===== src/rtl/definitions_pkg.sv =====
// rtl/definitions_pkg.sv - shared clock/baud defaults, UART tx types and bit divider helper
package definitions_pkg;

  localparam int CLOCK_RATE = 50_000_000;
  localparam int BAUD_RATE  = 115_200;

  typedef enum logic [2:0] {TX_IDLE, TX_START, TX_DATA, TX_PARITY, TX_STOP} tx_state_t;

  typedef enum logic [1:0] {PAR_NONE, PAR_EVEN, PAR_ODD, PAR_RSVD} parity_mode_t;

  // Clocks per bit, rounded to nearest.
  function automatic int bit_div(input int clk_hz, input int baud);
    return (clk_hz + baud / 2) / baud;
  endfunction

endpackage


===== src/rtl/baud_tick_gen.sv =====
// rtl/baud_tick_gen.sv - clock-enable divider producing one tick every DIV clocks
module baud_tick_gen #(
  parameter int DIV = 16
) (
  input  logic clk,
  input  logic rst,
  input  logic clear,
  output logic tick
);

  localparam int CW = (DIV > 1) ? $clog2(DIV) : 1;

  logic [CW-1:0] r_cnt;

  // Tick on the last count of the period; held off while clear is asserted.
  assign tick = !clear && (r_cnt == CW'(DIV - 1));

  // Count up, wrapping to 0 on the tick edge; clear pins the phase at 0.
  always_ff @(posedge clk or posedge rst) begin
    if (rst) begin
      r_cnt <= '0;
    end else if (clear || tick) begin
      r_cnt <= '0;
    end else begin
      r_cnt <= r_cnt + 1'b1;
    end
  end

endmodule


===== src/rtl/uart_tx_frame.sv =====
// rtl/uart_tx_frame.sv - parametrised UART transmitter: start, data LSB first, parity, 1/2 stop
module uart_tx_frame
  import definitions_pkg::*;
#(
  parameter int CLK_HZ    = CLOCK_RATE,
  parameter int BAUD      = BAUD_RATE,
  parameter int DATA_BITS = 8
) (
  input  logic                 clk,
  input  logic                 rst,
  input  logic                 enable,
  input  logic                 tx_valid,
  input  logic [DATA_BITS-1:0] tx_data,
  input  logic [1:0]           parity_mode,
  input  logic                 two_stop,
  output logic                 tx_ready,
  output logic                 busy,
  output logic                 done,
  output logic                 tx_out
);

  localparam int BIT_DIV = bit_div(CLK_HZ, BAUD);
  localparam int IDX_W   = $clog2(DATA_BITS);

  if (DATA_BITS < 5 || DATA_BITS > 9) begin : g_bad_data_bits
    $error("uart_tx_frame: DATA_BITS must be in 5..9");
  end
  if (BIT_DIV < 2) begin : g_bad_bit_div
    $error("uart_tx_frame: BIT_DIV must be at least 2");
  end

  tx_state_t              r_state;
  logic [DATA_BITS-1:0]   r_shift;
  logic [IDX_W-1:0]       r_bit_idx;
  logic                   r_par_en;
  logic                   r_par_bit;
  logic                   r_two_stop;
  logic                   r_stop_second;
  logic                   r_tx_out;
  logic                   r_busy;
  logic                   r_done;

  logic                   w_tick;
  logic                   w_clear;
  logic                   w_accept;
  parity_mode_t           w_pmode;

  assign w_pmode  = parity_mode_t'(parity_mode);
  assign tx_ready = (r_state == TX_IDLE) && enable && !rst;
  assign w_accept = tx_valid && tx_ready;
  // Divider only runs while a frame is on the line.
  assign w_clear  = (r_state == TX_IDLE) || !enable;

  assign tx_out = r_tx_out;
  assign busy   = r_busy;
  assign done   = r_done;

  baud_tick_gen #(.DIV(BIT_DIV)) u_baud (
    .clk   (clk),
    .rst   (rst),
    .clear (w_clear),
    .tick  (w_tick)
  );

  // Frame sequencer with registered line, busy and done outputs.
  always_ff @(posedge clk or posedge rst) begin
    if (rst) begin
      r_state       <= TX_IDLE;
      r_shift       <= '0;
      r_bit_idx     <= '0;
      r_par_en      <= 1'b0;
      r_par_bit     <= 1'b0;
      r_two_stop    <= 1'b0;
      r_stop_second <= 1'b0;
      r_tx_out      <= 1'b1;
      r_busy        <= 1'b0;
      r_done        <= 1'b0;
    end else if (!enable) begin
      // Abort: drop the frame silently, line back to idle.
      r_state   <= TX_IDLE;
      r_bit_idx <= '0;
      r_tx_out  <= 1'b1;
      r_busy    <= 1'b0;
      r_done    <= 1'b0;
    end else begin
      r_done <= 1'b0;
      case (r_state)
        TX_IDLE: begin
          if (w_accept) begin
            // Parity is resolved at accept time from the same word being latched.
            r_shift       <= tx_data;
            r_par_en      <= (w_pmode == PAR_EVEN) || (w_pmode == PAR_ODD);
            r_par_bit     <= (^tx_data) ^ (w_pmode == PAR_ODD);
            r_two_stop    <= two_stop;
            r_stop_second <= 1'b0;
            r_bit_idx     <= '0;
            r_state       <= TX_START;
            r_tx_out      <= 1'b0;
            r_busy        <= 1'b1;
          end
        end
        TX_START: begin
          if (w_tick) begin
            r_state  <= TX_DATA;
            r_tx_out <= r_shift[0];
          end
        end
        TX_DATA: begin
          if (w_tick) begin
            if (r_bit_idx == IDX_W'(DATA_BITS - 1)) begin
              r_bit_idx <= '0;
              if (r_par_en) begin
                r_state  <= TX_PARITY;
                r_tx_out <= r_par_bit;
              end else begin
                r_state  <= TX_STOP;
                r_tx_out <= 1'b1;
              end
            end else begin
              r_bit_idx <= r_bit_idx + 1'b1;
              r_shift   <= r_shift >> 1;
              r_tx_out  <= r_shift[1];
            end
          end
        end
        TX_PARITY: begin
          if (w_tick) begin
            r_state  <= TX_STOP;
            r_tx_out <= 1'b1;
          end
        end
        TX_STOP: begin
          if (w_tick) begin
            if (r_two_stop && !r_stop_second) begin
              r_stop_second <= 1'b1;
            end else begin
              r_state <= TX_IDLE;
              r_busy  <= 1'b0;
              r_done  <= 1'b1;
            end
          end
        end
        default: begin
          r_state  <= TX_IDLE;
          r_tx_out <= 1'b1;
          r_busy   <= 1'b0;
        end
      endcase
    end
  end

endmodule


===== config.mk =====
export PLATFORM = sky130hd
export DESIGN_NAME = uart_tx_frame
export DESIGN_NICKNAME = d
export VERILOG_FILES = /design/src/rtl/definitions_pkg.sv /design/src/rtl/baud_tick_gen.sv /design/src/rtl/uart_tx_frame.sv
export SDC_FILE = /design/constraint.sdc
export NUM_CORES = 1
export LEC_CHECK = 0
export CORE_ASPECT_RATIO = 1.1
export CORE_UTILIZATION = 52
export CTS_BUF_LIST = sky130_fd_sc_hd__clkbuf_8
export CTS_CLUSTER_SIZE = 28
export DETAILED_ROUTE_END_ITERATION = 8
export GPL_TIMING_DRIVEN = 0
export PLACE_DENSITY_LB_ADDON = 0.3
export SKIP_LAST_GASP = 1
export SLEW_MARGIN = 30
export SYNTH_ARGS = -nofsm -noshare
export SYNTH_HDL_FRONTEND = slang
export SYNTH_HIERARCHICAL = 1
export SYNTH_SLANG_ARGS = --single-unit
export TNS_END_PERCENT = 20

===== constraint.sdc =====
create_clock -name clk -period 2.1 [get_ports clk]
set_input_delay 0.315 -clock clk [delete_from_list [all_inputs] [get_ports clk]]
set_output_delay 0.315 -clock clk [all_outputs]
set_load 0.01 [all_outputs]

==> results.json, run 1 <==
{
  "status": "finished, violations left",
  "violations": "design-rule violations, negative setup slack",
  "die_w_um": 57.6,
  "crit_path_start": "r_state[0]",
  "postSynthCellCount": 181,
  "grt_use_total": 0.230,
  "ant_nets": 0,
  "dp_hpwl_mm": 2.55,
  "io_buffer_count": 18,
  "path_cells": "buf_4, or2_2, o21ai_4, nor4_4, buf_4, buf_4, a211oi_1, o21ai_1, a31oi_1",
  "critPathLaunchType": "flip-flop",
  "vias_per_cell": 5.98,
  "period_share": 1.04,
  "worstSetupPathType": "flip-flop to flip-flop",
  "fin_crit_ns": 2.19,
  "ios": 19,
  "root_buffer": "clkbuf_8",
  "grt_pass1_wl_mm": 6.46,
  "wl_per_cell_um": 14.8,
  "endpoint_kind": "flip-flop",
  "min_path_type": "input pin to asynchronous set/reset pin",
  "netlist_area_sq_um": 1770,
  "fin_hold_ws_ns": 0.477,
  "overflow": 0,
  "rsz0062_at_grt": "yes",
  "clock_sinks": 30,
  "die_y_um": 63.2,
  "synth-seq-cells": 30,
  "syn-num-nets": 201,
  "p_per_area_nw_per_um2": 1040,
  "seq_area_frac_synth": 0.425,
  "synth-main-ff-cell": "dfrtp_1",
  "die_area_sq_um": 3640,
  "grt_pass1_vias": 1490,
  "hold_buffers": 0,
  "setup_violations": 9,
  "h-tree-depth": 2,
  "routed_wl_mm": 3.66,
  "initial_utilization": 0.561,
  "core-area_sq_um": 3150,
  "r2r-start": "r_state[0]",
  "tightest_slew_ns": 0.823,
  "grt_max_degree": 22,
  "slew_headroom": 0.451,
  "drc": 1,
  "design_area_sq_um": 2180,
  "layout_setup_ws_ns": -0.0892,
  "clk_latency_ns": 0.28,
  "finalMaxSlewViolations": 0,
  "clock_path_buffers": 2,
  "cpPeakStageDelay_ns": 0.39,
  "cts_tree": "built",
  "skew_ns": 0.00382,
  "max_freq_ghz": 0.457,
  "first_pass_iters": 6,
  "clk_pin_slew_ns": 0.06,
  "cp.required_ns": 2.29,
  "post_route_cells_drive_above_1_share": 0.188,
  "hold_viol": 0,
  "dpl_cell_area_sq_um": 1990,
  "netlist-cell-type-count": 55,
  "drtIter0Drc": 80,
  "numCtsBuffers": 5,
  "yosys_warnings": 6,
  "layout.nets": 234,
  "crit_slowest_cell": "dfrtp_1",
  "area_growth_syn_to_layout_pct": 23.6,
  "dr_total_vias": 1478,
  "antenna_cells": 0,
  "cpMostUsedCell": "buf_4",
  "p_leak_nw": 0.943,
  "final_common_cell": "dfrtp_1",
  "arrival_ns": 2.38,
  "ys_async_sr_fraction": 1.00,
  "syn_area_per_cell_sq_um": 9.77,
  "synth_edf_count": 0,
  "antenna_found_initial": 0,
  "worstPathMaxFanout": 10,
  "place_congestion": 0.855,
  "final_cell_mix": "28 x dfrtp_1, 16 x clkdlybuf4s50_1, 15 x nor2_1",
  "max_cap_violations": 0,
  "max-vdd-ir-drop_uv": 545,
  "num_rows": 21
}
[cells in the mapped netlist (all sizes together), types with 2 or more instances]
| library cell | n | share of area |
|---|---|---|
| xor2 | 4 | 0.020 |
| clkbuf | 3 | 0.0064 |
| a21oi | 10 | 0.039 |
| inv | 9 | 0.019 |
| or3 | 3 | 0.013 |
| or3b | 3 | 0.016 |
| o21ai | 11 | 0.031 |
| nand3b | 2 | 0.0085 |
| or4 | 2 | 0.0085 |
| buf | 4 | 0.020 |
| nor3 | 2 | 0.0057 |
| a211oi | 2 | 0.0085 |
| nand4 | 4 | 0.018 |
| a31oi | 5 | 0.018 |
| nand3 | 8 | 0.023 |
| ha | 5 | 0.035 |
| a21boi | 3 | 0.013 |
| nand2 | 15 | 0.036 |
| dfrtp | 29 | 0.41 |
| nor2b | 3 | 0.011 |
| nand2b | 4 | 0.014 |
| nor2 | 16 | 0.038 |
| and2 | 2 | 0.0071 |
| o22ai | 2 | 0.0071 |
| xnor2 | 5 | 0.025 |
| or2 | 2 | 0.0071 |
| mux2i | 7 | 0.040 |
[repair_timing]
item | 4_1_cts | 5_1_grt
endpoints found under the setup margin | 19 | 15
cloned | 0 | 0
setup buffers | 6 | 2
pin swaps | 2 | 2
gates resized for setup | 10 | 6
[cell type report]
type | count | area (sq um)
Multi-Input combinational cell | 135 | 971
Buffer | 7 | 60.1
Tap cell | 34 | 42.5
Clock buffer | 6 | 82.6
Inverter | 9 | 33.8
Sequential cell | 30 | 753
Timing Repair Buffer | 26 | 241
Fill cell | 242 | 968
[routing by layer]
metal / global-route usage / up-vias / wire (um)
met1: 0.279 / 709 / 1530
met2: 0.374 / 45 / 1850
met3: 0.0595 / 13 / 183
li1: - / 711 / -
met4: 0.113 / 0 / 102
met5: 0 / - / 0
[cell families (layout without fill, tap and decap cells)]
family / Yosys count / after routing / share of synthesized area
buf+inv: 16 / 48 / 0.0453
flops: 30 / 30 / 0.425
fa+ha+maj: 5 / 5 / 0.0354
mux: 7 / 7 / 0.0396
compound gates: 43 / 43 / 0.171
xor+xnor: 10 / 10 / 0.0573
simple gates: 70 / 70 / 0.226
[through the flow]
| stage | power, mW | setup TNS [ns] | utilization | worst slack (ns) | std cells |
|---|---|---|---|---|---|
| final | 2.27 | -0.427 | 0.693 | -0.0892 | 247 |
| after global routing | 2.42 | -1.70 | 0.693 | -0.184 | 247 |
| after CTS | 2.26 | -0.0387 | 0.680 | -0.0382 | 245 |
| after detailed placement | 1.75 | -10.93 | 0.632 | -0.776 | 233 |
| after global placement | 1.71 | -10.70 | 0.632 | -0.752 | 233 |
| after floorplan | 1.52 | 0 | - | 0.0579 | 181 |
[worst max-delay path, delay by kind of cell, from the launching register on]
family | cells | cell delay, ns
AOI/OAI and AO/OA | 4 | 0.81
buffers and inverters | 3 | 0.47
and+or+nand+nor | 2 | 0.42
DFF | 1 | 0.39
[path summary, 6_finish.rpt]
path | slack [ns] | endpoint | depth (start not counted)
setup / recovery | -0.09 | r_state[1] | 9
hold / removal | 0.48 | u_baud/r_cnt[8] | 2
setup reg to reg | -0.09 | r_state[1] | 9
hold reg to reg | 0.49 | r_par_bit | 2
max in group asynchronous | 0.92 | r_shift[5] | 2
min in group clk | 0.49 | r_par_bit | 2
[power breakdown]
part	internal (mW)	switching [mW]
clock	0.252	0.200
combinational	0.424	0.518
sequential	0.748	0.124
[state kept, by name, indices dropped and copies added (netlist names)]
| register | cells |
|---|---|
| u_baud/r_cnt | 9 |
| r_shift | 8 |
| r_bit_idx | 3 |
| r_state | 3 |
| busy | 1 |
| done | 1 |
| r_par_bit | 1 |
| r_par_en | 1 |
| r_stop_second | 1 |
| r_two_stop | 1 |
| tx_out | 1 |
Power figures use the tool's default switching activity.
==> run 2, diff against run 1 <==
--- a/config.mk
+++ b/config.mk
@@ -6,6 +6,7 @@
 export NUM_CORES = 1
 export LEC_CHECK = 0
 export CORE_ASPECT_RATIO = 1.1
+export CORE_MARGIN = 2
 export CORE_UTILIZATION = 52
 export CTS_BUF_LIST = sky130_fd_sc_hd__clkbuf_8
 export CTS_CLUSTER_SIZE = 28
==> run 2 against run 1 <==
  * The run now ends clean
  * Critical path type unchanged
  * Via count is 0.27% higher
  * Maximum frequency up 6.8%
  * Hold slack worse by 0.0063 ns
  * Worst setup slack gained 0.14 ns
  * Final area grew 2.7%
  * Register-to-register slack improved by 0.14 ns
  * Wire length grew 0.87%
  * Critical path depth is 2 lower
  * Clock power up 2%
  * Global-route usage fell by 0.93 points
==> results.json, run 2 (synthesis results as in run 1) <==
{
  "antenna_found_initial": 0,
  "min_to": "r_par_bit",
  "hold_start": "r_par_bit",
  "worstRegToRegCells": 7,
  "final_cell_mix": "26 x dfrtp_1, 16 x buf_4, 16 x clkdlybuf4s50_1",
  "worstReg2RegEnd": "r_bit_idx[0]",
  "fillers": 261,
  "core-area_sq_um": 3300,
  "met1_usage": 0.268,
  "arrival_ns": 2.25,
  "grt_use_total": 0.220,
  "h-tree-depth": 2,
  "p_per_area_nw_per_um2": 1070,
  "gr-usage-met3": 0.0531,
  "finalMaxSlewViolations": 0,
  "place_congestion": 0.874,
  "status": "complete, no violations",
  "numCtsBuffers": 5,
  "endpoint_kind": "flip-flop",
  "grt_pass1_vias": 1459,
  "dp_hpwl_mm": 2.62,
  "critPathLaunchType": "flip-flop",
  "max_freq_ghz": 0.488,
  "ant_nets": 0,
  "max_cap_violations": 0,
  "die_area_sq_um": 3880,
  "root_buffer": "clkbuf_8",
  "r2r-start": "u_baud/r_cnt[2]",
  "initial_utilization": 0.535,
  "area_growth_syn_to_layout_pct": 27.0,
  "num_rows": 22,
  "slew_headroom": 0.473,
  "max-vdd-ir-drop_uv": 562,
  "regMostFlops": "u_baud/r_cnt",
  "dr_total_vias": 1482,
  "drc": 0,
  "skew_ns": 0.00762,
  "final_util": 0.680,
  "multiInputGateArea_sq_um": 981,
  "grt_max_degree": 22,
  "clk_pin_slew_ns": 0.06,
  "p_leak_nw": 0.985,
  "dp_slack_ns": -0.794,
  "worstPathMaxFanout": 6,
  "wl_per_cell_um": 14.4,
  "setup_violations": 0,
  "reg_top3": "u_baud/r_cnt: 9 flops, r_shift: 8 flops",
  "tightest_slew_ns": 0.790,
  "layout.nets": 239,
  "antenna_cells": 0,
  "whs_path_depth": 2,
  "regArea_sq_um": 756,
  "gr-usage-met2": 0.370,
  "io_buffer_count": 18,
  "r2r_setup_slack_ns": 0.05,
  "worstSetupPathType": "flip-flop to flip-flop",
  "ios": 19,
  "clock_path_buffers": 2,
  "fin_crit_ns": 2.05,
  "overflow": 0,
  "hold_viol": 0,
  "final_common_cell": "dfrtp_1",
  "die_y_um": 65.2,
  "min_path_type": "flip-flop to flip-flop",
  "largest_reg_flops": 9,
  "layout_setup_ws_ns": 0.0500,
  "cp.required_ns": 2.30,
  "busiest_layer": "met2",
  "rsz0062_at_grt": "yes",
  "drtIter0Drc": 98,
  "post_route_cells_drive_above_1_share": 0.223,
  "die_w_um": 59.6,
  "cts_tree": "built",
  "period_share": 0.976,
  "routed_wl_mm": 3.70,
  "clock_sinks": 30,
  "grt_pass1_wl_mm": 6.43,
  "clk_latency_ns": 0.28,
  "hold_buffers": 0,
  "first_pass_iters": 4,
  "vias_per_cell": 5.79
}
run 2: how the worst max path moves through the flow:
stage / startpoint / end / slack (ns) / cells after the start
4_1_cts: enable / r_bit_idx[0] / -0.16 / 9
5_1_grt: u_baud/r_cnt[2] / r_bit_idx[0] / -0.03 / 7
6_report: u_baud/r_cnt[2] / r_bit_idx[0] / 0.05 / 7
3_5_place_dp: enable / r_bit_idx[0] / -0.79 / 9
3_3_place_gp: enable / r_bit_idx[0] / -0.74 / 9
2_1_floorplan: u_baud/r_cnt[2] / r_bit_idx[0] / 0.06 / 7
run 2: final cells by class:
type / instances / share of cell area
clock buffers: 6 / 0.0368
multi-input cells: 135 / 0.437
repair buffers: 31 / 0.124
well taps: 36 / 0.0201
flip-flops and latches: 30 / 0.337
plain buffers: 7 / 0.0268
clock inverters: 2 / 0.00334
inverters: 9 / 0.0151
run 2: metrics by stage:
stage / cell area (sq um) / TNS, ns / hold slack (ns) / std cells / power [mW]
floorplan: 1770 / 0 / 0.143 / 181 / 1.52
global placement: 1990 / -10.51 / 0.459 / 235 / 1.71
detailed placement: 1990 / -11.25 / 0.464 / 235 / 1.74
CTS: 2110 / -0.464 / 0.477 / 245 / 2.23
global route: 2240 / -0.0267 / 0.538 / 256 / 2.58
finish: 2240 / 0 / 0.471 / 256 / 2.39
run 2: critical path, stage by stage (launching register included):
cell      delay (ns)
dfrtp_2         0.44
or3_4           0.43
nor4_4          0.13
buf_4           0.19
and2_4          0.14
o21ai_2         0.07
or4_1           0.41
a21boi_1        0.15
run 2: layer usage:
metal  wire length (um)  vias up
li1                   -      727
met1               1550      705
met2               1890       41
met3                170        9
met4                 86        0
met5                  0        -
run 2: power breakdown:
| part | switching, mW | internal (mW) |
|---|---|---|
| sequential | 0.116 | 0.751 |
| combinational | 0.550 | 0.514 |
| clock | 0.206 | 0.257 |
run 2: timing repair:
action                     in CTS  in global routing
pin swaps                       1                  6
buffers inserted                2                 11
gates resized for setup         6                 19
hold endpoints to repair        0                  0
setup endpoints to repair      19                 19
==> run 3, diff against run 2 <==
--- a/config.mk
+++ b/config.mk
@@ -5,7 +5,8 @@
 export SDC_FILE = /design/constraint.sdc
 export NUM_CORES = 1
 export LEC_CHECK = 0
-export CORE_ASPECT_RATIO = 1.1
+export ABC_CLOCK_PERIOD_IN_PS = 2100
+export CORE_ASPECT_RATIO = 0.75
 export CORE_MARGIN = 2
 export CORE_UTILIZATION = 52
 export CTS_BUF_LIST = sky130_fd_sc_hd__clkbuf_8
==> run 3 against run 2 <==
  * Clock skew is 0.0041 ns lower
  * First-iteration DRC count is 5.1% higher
  * Highest routed layer unchanged
  * Critical path type unchanged
  * Critical endpoint unchanged
  * Largest cell class unchanged
  * Final area is 1.0% lower
  * Sequential power hardly changed
  * Critical path depth stayed put
==> results.json, run 3 (synthesis results as in run 1) <==
{
  "status": "complete, no violations",
  "design_area_sq_um": 2220,
  "p_per_area_nw_per_um2": 1040,
  "num_rows": 18,
  "ant_nets": 0,
  "die_area_sq_um": 3890,
  "vias_per_cell": 5.82,
  "worstReg2RegEnd": "r_bit_idx[0]",
  "skew_ns": 0.00352,
  "area_growth_syn_to_layout_pct": 25.7,
  "arrival_ns": 2.29,
  "max-vdd-ir-drop_uv": 506,
  "endpoint_kind": "flip-flop",
  "largest_reg_flops": 9,
  "cts_tree": "built",
  "worstRegToRegCells": 7,
  "layout.nets": 237,
  "grt_pass1_wl_mm": 6.26,
  "cp.required_ns": 2.31,
  "wl_per_cell_um": 14.9,
  "min_path_type": "input pin to asynchronous set/reset pin",
  "hold_viol": 0,
  "regMostFlops": "u_baud/r_cnt",
  "clk_latency_ns": 0.28,
  "r2r-start": "u_baud/r_cnt[2]",
  "die_y_um": 54.5,
  "clk_pin_slew_ns": 0.06,
  "io_buffer_count": 18,
  "antenna_cells": 0,
  "crit_path_start": "u_baud/r_cnt[2]",
  "antenna_found_initial": 0,
  "initial_utilization": 0.541,
  "fin_crit_ns": 2.08,
  "critPathLaunchType": "flip-flop",
  "first_pass_iters": 4,
  "overflow": 0,
  "finalMaxSlewViolations": 0,
  "reg_top3": "u_baud/r_cnt: 9 flops, r_shift: 8 flops",
  "endpoint": "r_bit_idx[0]",
  "p_leak_nw": 0.966,
  "core-area_sq_um": 3270,
  "max_freq_ghz": 0.481,
  "period_share": 0.990,
  "grt_pass1_vias": 1395,
  "tightest_slew_ns": 0.810,
  "grt_use_total": 0.216,
  "max_cap_violations": 0,
  "numCtsBuffers": 5,
  "post_route_cells_drive_above_1_share": 0.221,
  "slew_headroom": 0.459,
  "root_buffer": "clkbuf_8",
  "place_congestion": 0.943,
  "dpl_cell_area_sq_um": 2000,
  "p_total_mw": 2.32,
  "final_cell_mix": "26 x dfrtp_1, 16 x clkdlybuf4s50_1, 15 x nor2_1",
  "r2r_setup_slack_ns": 0.02,
  "setup_violations": 0,
  "die_w_um": 71.3,
  "clock_sinks": 30,
  "drc": 0,
  "h-tree-depth": 2,
  "dp_hpwl_mm": 2.65,
  "worstPathMaxFanout": 5,
  "worstSetupPathType": "flip-flop to flip-flop",
  "clock_path_buffers": 2,
  "final_common_cell": "dfrtp_1",
  "fin_tns_setup_ns": 0,
  "drtIter0Drc": 103,
  "ios": 19,
  "grt_max_degree": 22,
  "routed_wl_mm": 3.84,
  "dr_total_vias": 1497
}
run 3: changes by cell type in the layout (fill, tap and decap cells not counted), sizes merged:
cell | previous run | this run
dlymetal6s2s | 1 | 0
buf | 19 | 16
dlygate4sd2 | 1 | 2
run 3: where the power goes:
part | internal, mW | switching [mW]
combinational | 0.476 | 0.547
clock | 0.218 | 0.209
sequential | 0.750 | 0.117
total | 1.44 | 0.873
run 3: how the worst min path moves through the flow:
stage                          from  cells after the start               to
floorplan                       rst                      1  u_baud/r_cnt[0]
global placement          r_par_bit                      2        r_par_bit
detailed placement    r_stop_second                      2    r_stop_second
CTS                   r_stop_second                      2    r_stop_second
global route        u_baud/r_cnt[0]                      1  u_baud/r_cnt[0]
finish                          rst                      2  u_baud/r_cnt[5]
run 3: area by class of cell:
cell class	instances	area (sq um)
Fill cell	249	1040
Multi-Input combinational cell	135	980
Sequential cell	30	756
Timing Repair Buffer	29	260
Clock buffer	5	68.8
Buffer	7	66.3
Tap cell	40	50.0
Inverter	9	33.8
Clock inverter	2	7.51
run 3: repair_timing:
| action | 4_1_cts | 5_1_grt |
|---|---|---|
| pin swaps | 2 | 3 |
| buffers inserted | 5 | 6 |
| resized for setup | 11 | 14 |
| hold buffers | 0 | 0 |
| cloned | 0 | 0 |
| setup endpoints to repair | 19 | 14 |
run 3: per-layer routing:
metal,vias up,track usage,part of all wire
met1,740,0.268,0.46
met3,7,0.0552,0.047
met4,0,0.101,0.017
li1,716,-,-
met5,-,0,0
met2,34,0.364,0.48
run 3: worst max-delay path: stages, from the launching register on:
cell and delay [ns]:
dfrtp_2 0.43, or3_4 0.43, nor4_2 0.17, buf_4 0.19, and2_4 0.14, o21ai_2 0.07, or4_4 0.42, a21boi_2 0.15
run 3: per-stage QoR:
step	hold slack (ns)	util	worst slack, ns	std cells
after floorplan	0.143	-	0.0579	181
after global placement	0.464	0.612	-0.739	239
after detailed placement	0.477	0.612	-0.812	239
after CTS	0.490	0.657	-0.0220	251
after global routing	0.518	0.680	-0.0546	257
final	0.484	0.680	0.0202	257
